[config.mk]
export PLATFORM = sky130hd
export DESIGN_NAME = sine_lut_arbiter
export DESIGN_NICKNAME = d
export VERILOG_FILES = /design/src/rtl/sine_lut_arbiter.sv
export SDC_FILE = /design/constraint.sdc
export NUM_CORES = 1
export LEC_CHECK = 0
export ABC_AREA = 1
export CORE_ASPECT_RATIO = 1.2
export CORE_MARGIN = 8
export CORE_UTILIZATION = 30
export DETAILED_ROUTE_END_ITERATION = 16
export PLACE_DENSITY = 0.65
export SLEW_MARGIN = 5
export SYNTH_ARGS = -nofsm -noshare
export SYNTH_HDL_FRONTEND = slang
export SYNTH_SLANG_ARGS = --single-unit
[constraint.sdc]
create_clock -name clk -period 7.6 [get_ports clk]
set_input_delay 1.9 -clock clk [delete_from_list [all_inputs] [get_ports clk]]
set_output_delay 1.9 -clock clk [all_outputs]
set_load 0.01 [all_outputs]
[src/rtl/sine_lut_arbiter.sv]
// Shares one sine_lookup among NREQ requesters; tags travel alongside each lookup so responses return in order.
// Build option SINE_ARB_FIXED_PRIO_EN: fixed lowest-index-first arbitration instead of round-robin.
module sine_lut_arbiter #(
   parameter int NREQ    = 4,
   parameter int LUT_LAT = 3
) (
   input  logic                 clk,
   input  logic                 rst_n,
   input  logic [NREQ-1:0]      req_valid,
   input  logic [11*NREQ-1:0]   req_addr,
   output logic [NREQ-1:0]      req_ready,
   output logic [10:0]          lut_addr,
   input  logic [9:0]           lut_value,
   output logic [NREQ-1:0]      resp_valid,
   output logic [9:0]           resp_data
);

   localparam int IDXW  = $clog2(NREQ);
   localparam int DEPTH = LUT_LAT + 1;

   logic [NREQ-1:0]  r_outstanding;
   logic [IDXW-1:0]  r_last_grant;
   logic [DEPTH-1:0] r_tag_vld;
   logic [IDXW-1:0]  r_tag_idx [DEPTH];
   logic [10:0]      r_lut_addr;
   logic [NREQ-1:0]  r_resp_valid;
   logic [9:0]       r_resp_data;

   logic [NREQ-1:0]  w_eligible;
   logic [NREQ-1:0]  w_grant;
   logic [IDXW-1:0]  w_start;
   logic [IDXW-1:0]  w_scan;
   logic [IDXW-1:0]  w_grant_idx;
   logic             w_found;
   logic [10:0]      w_sel_addr;

   // Gating with rst_n keeps the grant low while reset holds the flags at zero.
   assign w_eligible = req_valid & ~r_outstanding & {NREQ{rst_n}};

   always_comb begin
      // NOTE: every variable written here gets a default first, so no path can infer a latch.
      w_grant     = '0;
      w_grant_idx = '0;
      w_found     = 1'b0;
      w_scan      = '0;
`ifdef SINE_ARB_FIXED_PRIO_EN
      w_start     = '0;
`else
      w_start     = (r_last_grant == IDXW'(NREQ-1)) ? '0 : r_last_grant + 1'b1;
`endif
      for (int k = 0; k < NREQ; k++) begin
         w_scan = IDXW'((int'(w_start) + k) % NREQ);
         if (!w_found && w_eligible[w_scan]) begin
            w_grant[w_scan] = 1'b1;
            w_grant_idx     = w_scan;
            w_found         = 1'b1;
         end
      end
   end

   // Address mux is driven from the grant, keeping req_addr out of the ready path.
   always_comb begin
      w_sel_addr = '0;
      for (int i = 0; i < NREQ; i++) begin
         if (w_grant[i]) w_sel_addr = req_addr[11*i +: 11];
      end
   end

   always_ff @(posedge clk or negedge rst_n) begin
      if (!rst_n) begin
         r_outstanding <= '0;
         r_last_grant  <= IDXW'(NREQ-1);
         r_tag_vld     <= '0;
         r_lut_addr    <= '0;
         r_resp_valid  <= '0;
         r_resp_data   <= '0;
      end else begin
         // NOTE: non-blocking assignments so every register here samples pre-edge values.
         r_outstanding <= (r_outstanding | w_grant) & ~r_resp_valid;
         r_tag_vld     <= {r_tag_vld[DEPTH-2:0], w_found};
         if (w_found) begin
            r_last_grant <= w_grant_idx;
            r_lut_addr   <= w_sel_addr;
         end
         if (r_tag_vld[DEPTH-1]) begin
            r_resp_valid <= NREQ'(1) << r_tag_idx[DEPTH-1];
            r_resp_data  <= lut_value;
         end else begin
            r_resp_valid <= '0;
         end
      end
   end

   // NOTE: the index array is left unreset; it is only read where its matching r_tag_vld bit is set.
   always_ff @(posedge clk) begin
      r_tag_idx[0] <= w_grant_idx;
      for (int s = 1; s < DEPTH; s++) r_tag_idx[s] <= r_tag_idx[s-1];
   end

   assign req_ready  = w_grant;
   assign lut_addr   = r_lut_addr;
   assign resp_valid = r_resp_valid;
   assign resp_data  = r_resp_data;

endmodule

==> results of run 1 <==
[worst paths after layout]
check	startpoint	end	cells after the start
setup / recovery	req_valid[2]	req_ready[3]	11
hold / removal	r_tag_idx[0][1]$_DFF_P_	r_tag_idx[1][1]$_DFF_P_	0
setup reg to reg	r_last_grant[0]$_DFFE_PN1P_	lut_addr[1]$_DFFE_PN0P_	16
hold reg to reg	r_tag_idx[0][1]$_DFF_P_	r_tag_idx[1][1]$_DFF_P_	0
max in group asynchronous	rst_n	r_last_grant[0]$_DFFE_PN1P_	2
min in group asynchronous	rst_n	lut_addr[6]$_DFFE_PN0P_	1
[flip-flops by register name, summed over array words and instances, names as in the netlist]
register       cells
r_outstanding      4
r_tag_vld          4
r_last_grant       2
lut_addr          11
resp_valid         4
resp_data         10
r_tag_idx          8
[layout make-up]
type / instances / area (sq um)
fill: 747 / 4300
multi-input combinational: 198 / 1090
clock inverter: 3 / 23.8
tap: 92 / 115
sequential: 43 / 1040
inverter: 36 / 140
clock buffer: 5 / 68.8
timing repair buffer: 89 / 883
[stage by stage]
stage	worst slack (ns)	utilization [%]	hold slack [ns]	area, sq um	power (mW)
after global routing	1.37	43.9	0.341	3360	2.02
final	1.60	43.9	0.332	3360	1.82
after floorplan	2.82	-	0.310	2350	1.37
after detailed placement	1.57	42.6	0.312	3270	1.70
after CTS	1.57	43.9	0.334	3360	1.86
after global placement	1.60	42.6	0.309	3270	1.68
[routing by layer]
layer | up-vias | track usage [%]
met2 | 65 | 19.8
li1 | 1086 | -
met4 | 0 | 3.80
met5 | - | 0
met3 | 8 | 3.47
met1 | 983 | 14.6
[power breakdown]
part | switching, mW | total, mW | internal [mW]
Clock | 0.0815 | 0.147 | 0.0657
Combinational | 0.768 | 1.27 | 0.502
Sequential | 0.0550 | 0.405 | 0.350
Total | 0.904 | 1.82 | 0.917
[cell usage after synthesis (3+ instances only)]
cell type  number
a21oi_1         5
a21oi_2        17
buf_6           5
dfrtp_1        33
dfxtp_1         8
ha_1            5
inv_1          30
inv_2           3
nand2_1        94
nand2_2         8
nand3_1        37
nand4_1         3
nor2_1          3
nor3_1          4
o21ai_0         3
o21bai_1        5
[logic make-up (layout without fill, tap and decap cells)]
logic type / Yosys count / after routing
and+or+nand+nor: 160 / 160
adders and majority gates: 5 / 5
AOI/OAI and AO/OA: 33 / 33
DFF: 43 / 43
buffers and inverters: 46 / 133
[cell usage in the layout, fill, tap and decap left out, drive strengths merged, types with 2 or more instances in the layout]
cell type and instances:
nor2 5, dfxtp 8, o21bai 5, nor3 4, clkdlybuf4s50 87, clkinvlp 2
buf 2, inv 36, ha 5, o21ai 4, nand3 41, clkbuf 5
dfrtp 33, a21oi 22, nand2 104, nand4 4, dfstp 2
==> results.py, run 1 <==
metrics = {
    "route": {
        "wire_per_inst_um": 13.8,
        "wl_met2_um": 3040,
        "routed_wl_um": 6420,
        "drc_errors": 0,
        "num_vias": 2142,
        "avgViaCountPerCell": 4.60,
        "met3_length_um": 394,
        "drt-pass1-iter-count": 4,
        "drt_iter0_markers": 58,
        "top_layer_used": "met4",
        "wl_met1_um": 2910,
        "antenna_left": 0,
    },
    "critical_path": {
        "worstPathRequired_ns": 5.70,
        "critical_path.slowest_cell": "clkdlybuf4s50_1",
        "cp_max_fo": 24,
        "crit_family": "buffers and inverters",
        "cp_slowest_stage_delay_ns": 0.61,
        "cp_num_buf_inv": 3,
        "cp-start-kind": "input port",
        "cp-end-kind": "primary output",
        "cp_cell_sequence": "clkdlybuf4s50_1 > nand3_1 > nand2_1 > nand3b_2 > nand2_4 > inv_2 > nand2_2 > nor2_1 > nand2_2 > nand4_4 > clkdlybuf4s50_1",
        "setup.worst_path.class": "in2out",
        "r2r_slack_ns": 5.04,
        "cp_data_arrival_time_ns": 4.10,
    },
    "timing": {
        "fmax_mhz": 167,
        "setup_viol": 0,
        "max-slew-margin-rel_pct": 71.2,
        "fin_crit_sh_pct": 79.0,
        "slew_viol_final": 0,
        "finClkSkew_ns": 0.00564,
        "period_minus_slack_ns": 6.00,
        "setup_tns_ns": 0,
        "rsz0062_at_grt": "false",
        "hold_viol_final": 0,
        "tightestPinTransition_ns": 0.430,
    },
    "placed_design": {
        "io_buffers": 88,
        "dp.cells": 458,
        "place_congestion": 0.816,
        "hpwl_um": 5060,
    },
    "layout": {
        "nNetsFinal": 438,
        "antenna_cells": 0,
        "final_cells": 466,
        "drive_above_1_share_pct": 14.4,
        "area_growth_pct": 42.8,
    },
    "floorplan": {
        "die_area_sq_mm": 0.0109,
        "num_rows": 35,
        "core-area_sq_mm": 0.00766,
        "die_x_um": 96.9,
        "start_util_pct": 30.7,
        "die_y_um": 113,
        "io_pins": 89,
    },
    "clocking": {
        "clk_path_buf_depth": 2,
        "cts_tree": "built",
        "clk_pin_slew_ns": 0.08,
        "postCtsResizedCells": 0,
        "cts_buffers": 5,
        "cts_root_buf": "clkbuf_8",
        "clk_latency_ns": 0.30,
        "post-cts-setup-buffer-count": 0,
        "cts_sinks": 43,
        "ctsHoldBuffers": 0,
        "h-tree-depth": 2,
    },
    "grt": {
        "grt_pass1_vias": 2223,
        "grt_max_degree": 25,
        "grt_pass1_wl_um": 11000,
        "overflow": 0,
        "track_usage_pct": 12.0,
        "antenna_found_initial": 0,
    },
    "power_and_ir_drop": {
        "p_leak_nw": 1.57,
        "p_per_area_mw_per_mm2": 542,
        "ir_worst_vdd_uv": 256,
    },
    "yosys": {
        "synthTopCellsByArea": "dfrtp_1, nand2_1, nand3_1",
        "synth_seq_area_share_pct": 44.1,
        "synth_top_family_by_area": "simple AND/OR/NAND/NOR gates",
        "synthSimpleGateAreaFrac_pct": 33.0,
        "synth_cells": 287,
        "syn_avg_cell_area_sq_um": 8.20,
        "synth_top_area_share_pct": 35.1,
        "yosys_warnings": 0,
        "synth-xor-area-share_pct": 0,
        "synthAdderAreaFrac_pct": 2.66,
        "mappedNetlistArea_sq_mm": 0.00235,
        "synth_compound_area_share_pct": 10.7,
        "synth_seq_cells": 43,
        "synth_fp_nets": 352,
        "async_flop_share_pct": 81.4,
        "synth.mux.area_fraction_pct": 0,
        "synth_ff_type": "dfrtp_1",
        "ys_types": 32,
        "synth_area_leader_cell": "dfrtp_1",
        "synth_edf_count": 0,
    },
    "run_status": {
        "status": "complete, no violations",
    },
    "run": {
        "maxCapViolations": 0,
    },
    "hold_path": {
        "hp-class": "reg2reg",
    },
}
Power figures use the tool's default switching activity.
==> inputs of run 2 (changes only) <==
- clock period: 7.6 -> 6.1 ns (I/O delays scaled with it)
==> run 2 against run 1 <==
First-iteration DRC count increased by 17%. Count of clock-buffer cells in the layout unchanged. Sequential share of layout area decreased by 0.14 points. Final cell count rose by 0.43%. Design area grew 0.45%. Global-route usage is 0.30 points lower. Die area is the same. Wire length grew 0.33%. Critical path type unchanged. Largest power group unchanged.
==> results.py, run 2 (same netlist as run 1, synthesis figures left out) <==
metrics = {
    "route": {
        "avgViaCountPerCell": 4.61,
        "antenna_left": 0,
        "top_layer_used": "met4",
        "routed_wl_um": 6450,
        "num_vias": 2156,
        "wl_met1_um": 3070,
        "wl_met2_um": 2950,
        "wire_per_inst_um": 13.8,
        "met3_length_um": 385,
        "drt_iter0_markers": 68,
        "drc_errors": 0,
        "drt-pass1-iter-count": 4,
    },
    "floorplan": {
        "die_x_um": 96.9,
        "io_pins": 89,
        "die_y_um": 113,
        "core-area_sq_mm": 0.00766,
        "start_util_pct": 30.7,
        "num_rows": 35,
        "die_area_sq_mm": 0.0109,
    },
    "layout": {
        "nFillCells": 759,
        "largest_reg_flops": 11,
        "area_growth_pct": 43.4,
        "drive_above_1_share_pct": 14.9,
        "layout_common_cells": "nand2_1, clkdlybuf4s50_1, nand3_1",
        "final_common_cell": "nand2_1",
        "antenna_cells": 0,
        "nNetsFinal": 440,
    },
    "clocking": {
        "postCtsResizedCells": 0,
        "clk_pin_slew_ns": 0.08,
        "cts_sinks": 43,
        "post-cts-setup-buffer-count": 0,
        "h-tree-depth": 2,
        "cts_tree": "built",
        "ctsHoldBuffers": 0,
        "cts_root_buf": "clkbuf_8",
        "cts_buffers": 5,
        "clk_path_buf_depth": 2,
        "clk_latency_ns": 0.29,
    },
    "critical_path": {
        "crit_top_cell": "nand2_1",
        "crit_path_start": "req_valid[1]",
        "setup.worst_path.class": "in2out",
        "cp-end-kind": "primary output",
        "cp_slowest_stage_delay_ns": 0.62,
        "critical_path.slowest_cell": "clkdlybuf4s50_1",
        "cp_data_arrival_time_ns": 3.66,
        "worstPathRequired_ns": 4.58,
        "r2r_slack_ns": 3.51,
        "reg2reg_from": "r_last_grant[0]$_DFFE_PN1P_",
        "worst-r2r-cell-count": 16,
        "cp_max_fo": 24,
        "cp-start-kind": "input port",
        "crit_end": "req_ready[2]",
        "cp_cell_sequence": "clkdlybuf4s50_1 > nand3_1 > nand2_1 > nand2_2 > nand2_2 > nand2_4 > inv_4 > nand2_1 > nand2_1 > clkinv_1 > nand3_4 > clkdlybuf4s50_1",
        "r2r-end": "lut_addr[10]$_DFFE_PN0P_",
    },
    "timing": {
        "setup_viol": 0,
        "tightestPinTransition_ns": 0.409,
        "setup_ws_ns": 0.912,
        "slew_viol_final": 0,
        "hold_viol_final": 0,
        "fin_crit_sh_pct": 85.1,
        "period_minus_slack_ns": 5.19,
        "setup_tns_ns": 0,
        "fmax_mhz": 193,
        "finClkSkew_ns": 0.00256,
        "max-slew-margin-rel_pct": 72.7,
        "rsz0062_at_grt": "false",
    },
    "placed_design": {
        "pre_cts_ws_ns": 0.914,
        "hpwl_um": 5130,
        "io_buffers": 88,
        "place_congestion": 0.856,
    },
    "hold_path": {
        "hp-class": "reg2reg",
    },
    "grt": {
        "grt_max_degree": 25,
        "overflow": 0,
        "grt_pass1_wl_um": 10700,
        "antenna_found_initial": 0,
        "track_usage_pct": 11.7,
        "grt_pass1_vias": 2134,
    },
    "run": {
        "maxCapViolations": 0,
    },
    "power_and_ir_drop": {
        "ir_worst_vdd_uv": 342,
        "p_leak_nw": 1.58,
        "p_per_area_mw_per_mm2": 677,
    },
    "run_status": {
        "status": "complete, no violations",
    },
}
==> run 2: cell count changes in the layout (fill, tap and decap cells not counted), sizes merged <==
cell  previous run  this run
buf              2         4
==> run 2: cell type report <==
cell class	count	area (sq um)	share of cell area [%]
Tap cell	92	115	3.41
Multi-Input combinational cell	198	1090	32.3
Inverter	36	140	4.15
Clock buffer	5	68.8	2.04
Clock inverter	3	23.8	0.704
Timing Repair Buffer	91	898	26.6
Sequential cell	43	1040	30.8
==> run 2: worst min-delay path by stage <==
stage	from	slack [ns]	depth (start not counted)	endpoint
floorplan	r_tag_idx[0][0]$_DFF_P_	0.31	0	r_tag_idx[1][0]$_DFF_P_
global placement	r_tag_idx[1][0]$_DFF_P_	0.31	0	r_tag_idx[2][0]$_DFF_P_
detailed placement	r_tag_idx[1][0]$_DFF_P_	0.31	0	r_tag_idx[2][0]$_DFF_P_
CTS	r_tag_idx[1][0]$_DFF_P_	0.33	0	r_tag_idx[2][0]$_DFF_P_
global route	r_tag_idx[2][1]$_DFF_P_	0.34	0	r_tag_idx[3][1]$_DFF_P_
finish	r_tag_idx[2][0]$_DFF_P_	0.33	0	r_tag_idx[3][0]$_DFF_P_
==> run 2: power breakdown <==
part / switching, mW / internal, mW
logic: 0.965 / 0.633
clock network: 0.0974 / 0.0818
registers: 0.0717 / 0.436
total: 1.13 / 1.15
==> run 2: layer usage <==
metal	vias up	GRT usage (%)
li1	1086	-
met1	990	15.3
met2	75	18.6
met3	5	3.17
met4	0	2.77
met5	-	0
==> run 2: worst max-delay path: cells and delay by family <==
kind	cells	cell delay, ns
buffers and inverters	4	1.25
and+or+nand+nor	8	0.88
==> run 2: through the flow <==
stage	cell area (sq um)	utilization (%)	instances	power [mW]	hold WS, ns
5_1_grt	3380	44.0	468	2.52	0.340
3_5_place_dp	3280	42.8	460	2.13	0.312
3_3_place_gp	3280	42.8	460	2.10	0.310
6_report	3380	44.0	468	2.29	0.330
4_1_cts	3380	44.0	468	2.32	0.334
2_1_floorplan	2350	-	287	1.71	0.310
==> inputs of run 3 (changes only) <==
- clock period: 6.1 -> 5.8 ns (I/O delays scaled with it)
==> run 3 against run 2 <==
Critical path depth fell by 4. Clock skew increased by 0.0011 ns. Design area did not move. First-iteration DRC count up 56%. Core utilization did not move. Register-to-register slack worse by 0.27 ns. Final cell count unchanged. Clock power is 5% higher. Count of clock-buffer cells in the layout unchanged. Critical path type unchanged.
==> results.py, run 3 (same netlist as run 1, synthesis figures left out) <==
metrics = {
    "clocking": {
        "cts_root_buf": "clkbuf_8",
        "clk_latency_ns": 0.29,
        "h-tree-depth": 2,
        "cts_sinks": 43,
        "postCtsResizedCells": 0,
        "post-cts-setup-buffer-count": 0,
        "cts_buffers": 5,
        "clk_path_buf_depth": 2,
        "cts_tree": "built",
        "ctsHoldBuffers": 0,
        "clk_pin_slew_ns": 0.08,
    },
    "timing": {
        "slew_viol_final": 0,
        "max-slew-margin-rel_pct": 72.2,
        "setup_tns_ns": 0,
        "period_minus_slack_ns": 5.04,
        "finClkSkew_ns": 0.00368,
        "hold_viol_final": 0,
        "fmax_mhz": 198,
        "rsz0062_at_grt": "false",
        "fin_crit_sh_pct": 86.9,
        "tightestPinTransition_ns": 0.417,
        "setup_viol": 0,
    },
    "layout": {
        "drive_above_1_share_pct": 14.9,
        "nNetsFinal": 440,
        "final_common_cell": "nand2_1",
        "area_growth_pct": 43.4,
        "largest_reg_flops": 11,
        "layout_common_cells": "nand2_1, clkdlybuf4s50_1, nand3_1",
        "antenna_cells": 0,
        "final_util_pct": 44.0,
    },
    "route": {
        "wire_per_inst_um": 13.5,
        "drc_errors": 0,
        "routed_wl_um": 6310,
        "drt_iter0_markers": 106,
        "avgViaCountPerCell": 4.59,
        "antenna_left": 0,
        "drt-pass1-iter-count": 4,
        "num_vias": 2148,
    },
    "floorplan": {
        "io_pins": 89,
        "core-area_sq_mm": 0.00766,
        "start_util_pct": 30.7,
        "die_y_um": 113,
        "die_x_um": 96.9,
        "num_rows": 35,
        "die_area_sq_mm": 0.0109,
    },
    "critical_path": {
        "critical_path.slowest_cell": "clkdlybuf4s50_1",
        "cp_slowest_stage_delay_ns": 0.62,
        "setup.worst_path.class": "in2out",
        "cp-start-kind": "input port",
        "cp-end-kind": "primary output",
        "cp_cell_sequence": "clkdlybuf4s50_1 > nand3_1 > nand2_1 > nand2_1 > o21ai_2 > nand3_1 > nand3_4 > clkdlybuf4s50_1",
        "cp_max_fo": 24,
        "cp_data_arrival_time_ns": 3.59,
        "worstPathRequired_ns": 4.35,
    },
    "power_and_ir_drop": {
        "p_per_area_mw_per_mm2": 709,
        "ir_worst_vdd_uv": 337,
        "p_leak_nw": 1.58,
    },
    "run": {
        "maxCapViolations": 0,
    },
    "grt": {
        "overflow": 0,
        "grt_pass1_vias": 2189,
        "track_usage_pct": 11.8,
        "grt_max_degree": 25,
        "grt_pass1_wl_um": 10800,
        "antenna_found_initial": 0,
    },
    "placed_design": {
        "io_buffers": 88,
        "hpwl_um": 5010,
        "place_congestion": 0.858,
    },
    "run_status": {
        "status": "complete, no violations",
    },
    "hold_path": {
        "hp-class": "reg2reg",
    },
}
run 3: cell counts in the layout (fill, tap and decap cells not counted):
No cell type changed its count.
run 3: path summary, 6_finish.rpt:
| path | end | from | slack [ns] | depth (start not counted) |
|---|---|---|---|---|
| min in group asynchronous | resp_data[7]$_DFFE_PN0P_ | rst_n | 1.22 | 2 |
| setup / recovery | req_ready[2] | req_valid[1] | 0.76 | 8 |
| hold / removal | r_tag_idx[3][0]$_DFF_P_ | r_tag_idx[2][0]$_DFF_P_ | 0.33 | 0 |
| max in group asynchronous | r_last_grant[0]$_DFFE_PN1P_ | rst_n | 4.34 | 2 |
| hold reg to reg | r_tag_idx[3][0]$_DFF_P_ | r_tag_idx[2][0]$_DFF_P_ | 0.33 | 0 |
| setup reg to reg | lut_addr[10]$_DFFE_PN0P_ | r_last_grant[0]$_DFFE_PN1P_ | 3.24 | 16 |
run 3: layer usage:
layer	vias up	global-route usage, %	routed length (um)
met5	-	0	0
met1	979	15.2	2970
met4	0	2.67	17
met3	2	3.60	409
li1	1093	-	-
met2	74	18.7	2910
run 3: cell type report:
type                            instances  area (sq um)
Clock buffer                            5          68.8
Clock inverter                          3          23.8
Fill cell                             773          4290
Timing Repair Buffer                   91           898
Tap cell                               92           115
Inverter                               36           140
Sequential cell                        43          1040
Multi-Input combinational cell        198          1090
run 3: stage by stage:
| step | hold WS (ns) | power (mW) | std cells | setup slack (ns) | area, sq um |
|---|---|---|---|---|---|
| 5_1_grt | 0.338 | 2.66 | 468 | 0.538 | 3380 |
| 3_5_place_dp | 0.312 | 2.24 | 460 | 0.751 | 3280 |
| 4_1_cts | 0.333 | 2.44 | 468 | 0.751 | 3380 |
| 2_1_floorplan | 0.310 | 1.80 | 287 | 1.92 | 2350 |
| 3_3_place_gp | 0.311 | 2.20 | 460 | 0.788 | 3280 |
| 6_report | 0.331 | 2.39 | 468 | 0.758 | 3380 |
run 3: critical path: cells and delay by family:
family / cells / cell delay (ns)
AND/OR/NAND/NOR: 5 / 0.81
AO/OA/AOI/OAI: 1 / 0.24
buffers and inverters: 2 / 1.08
run 3: power breakdown:
group / internal, mW / switching [mW] / leakage [nW]
clock network: 0.0860 / 0.102 / 0.0408
registers: 0.459 / 0.0734 / 0.483
logic: 0.666 / 1.01 / 1.05
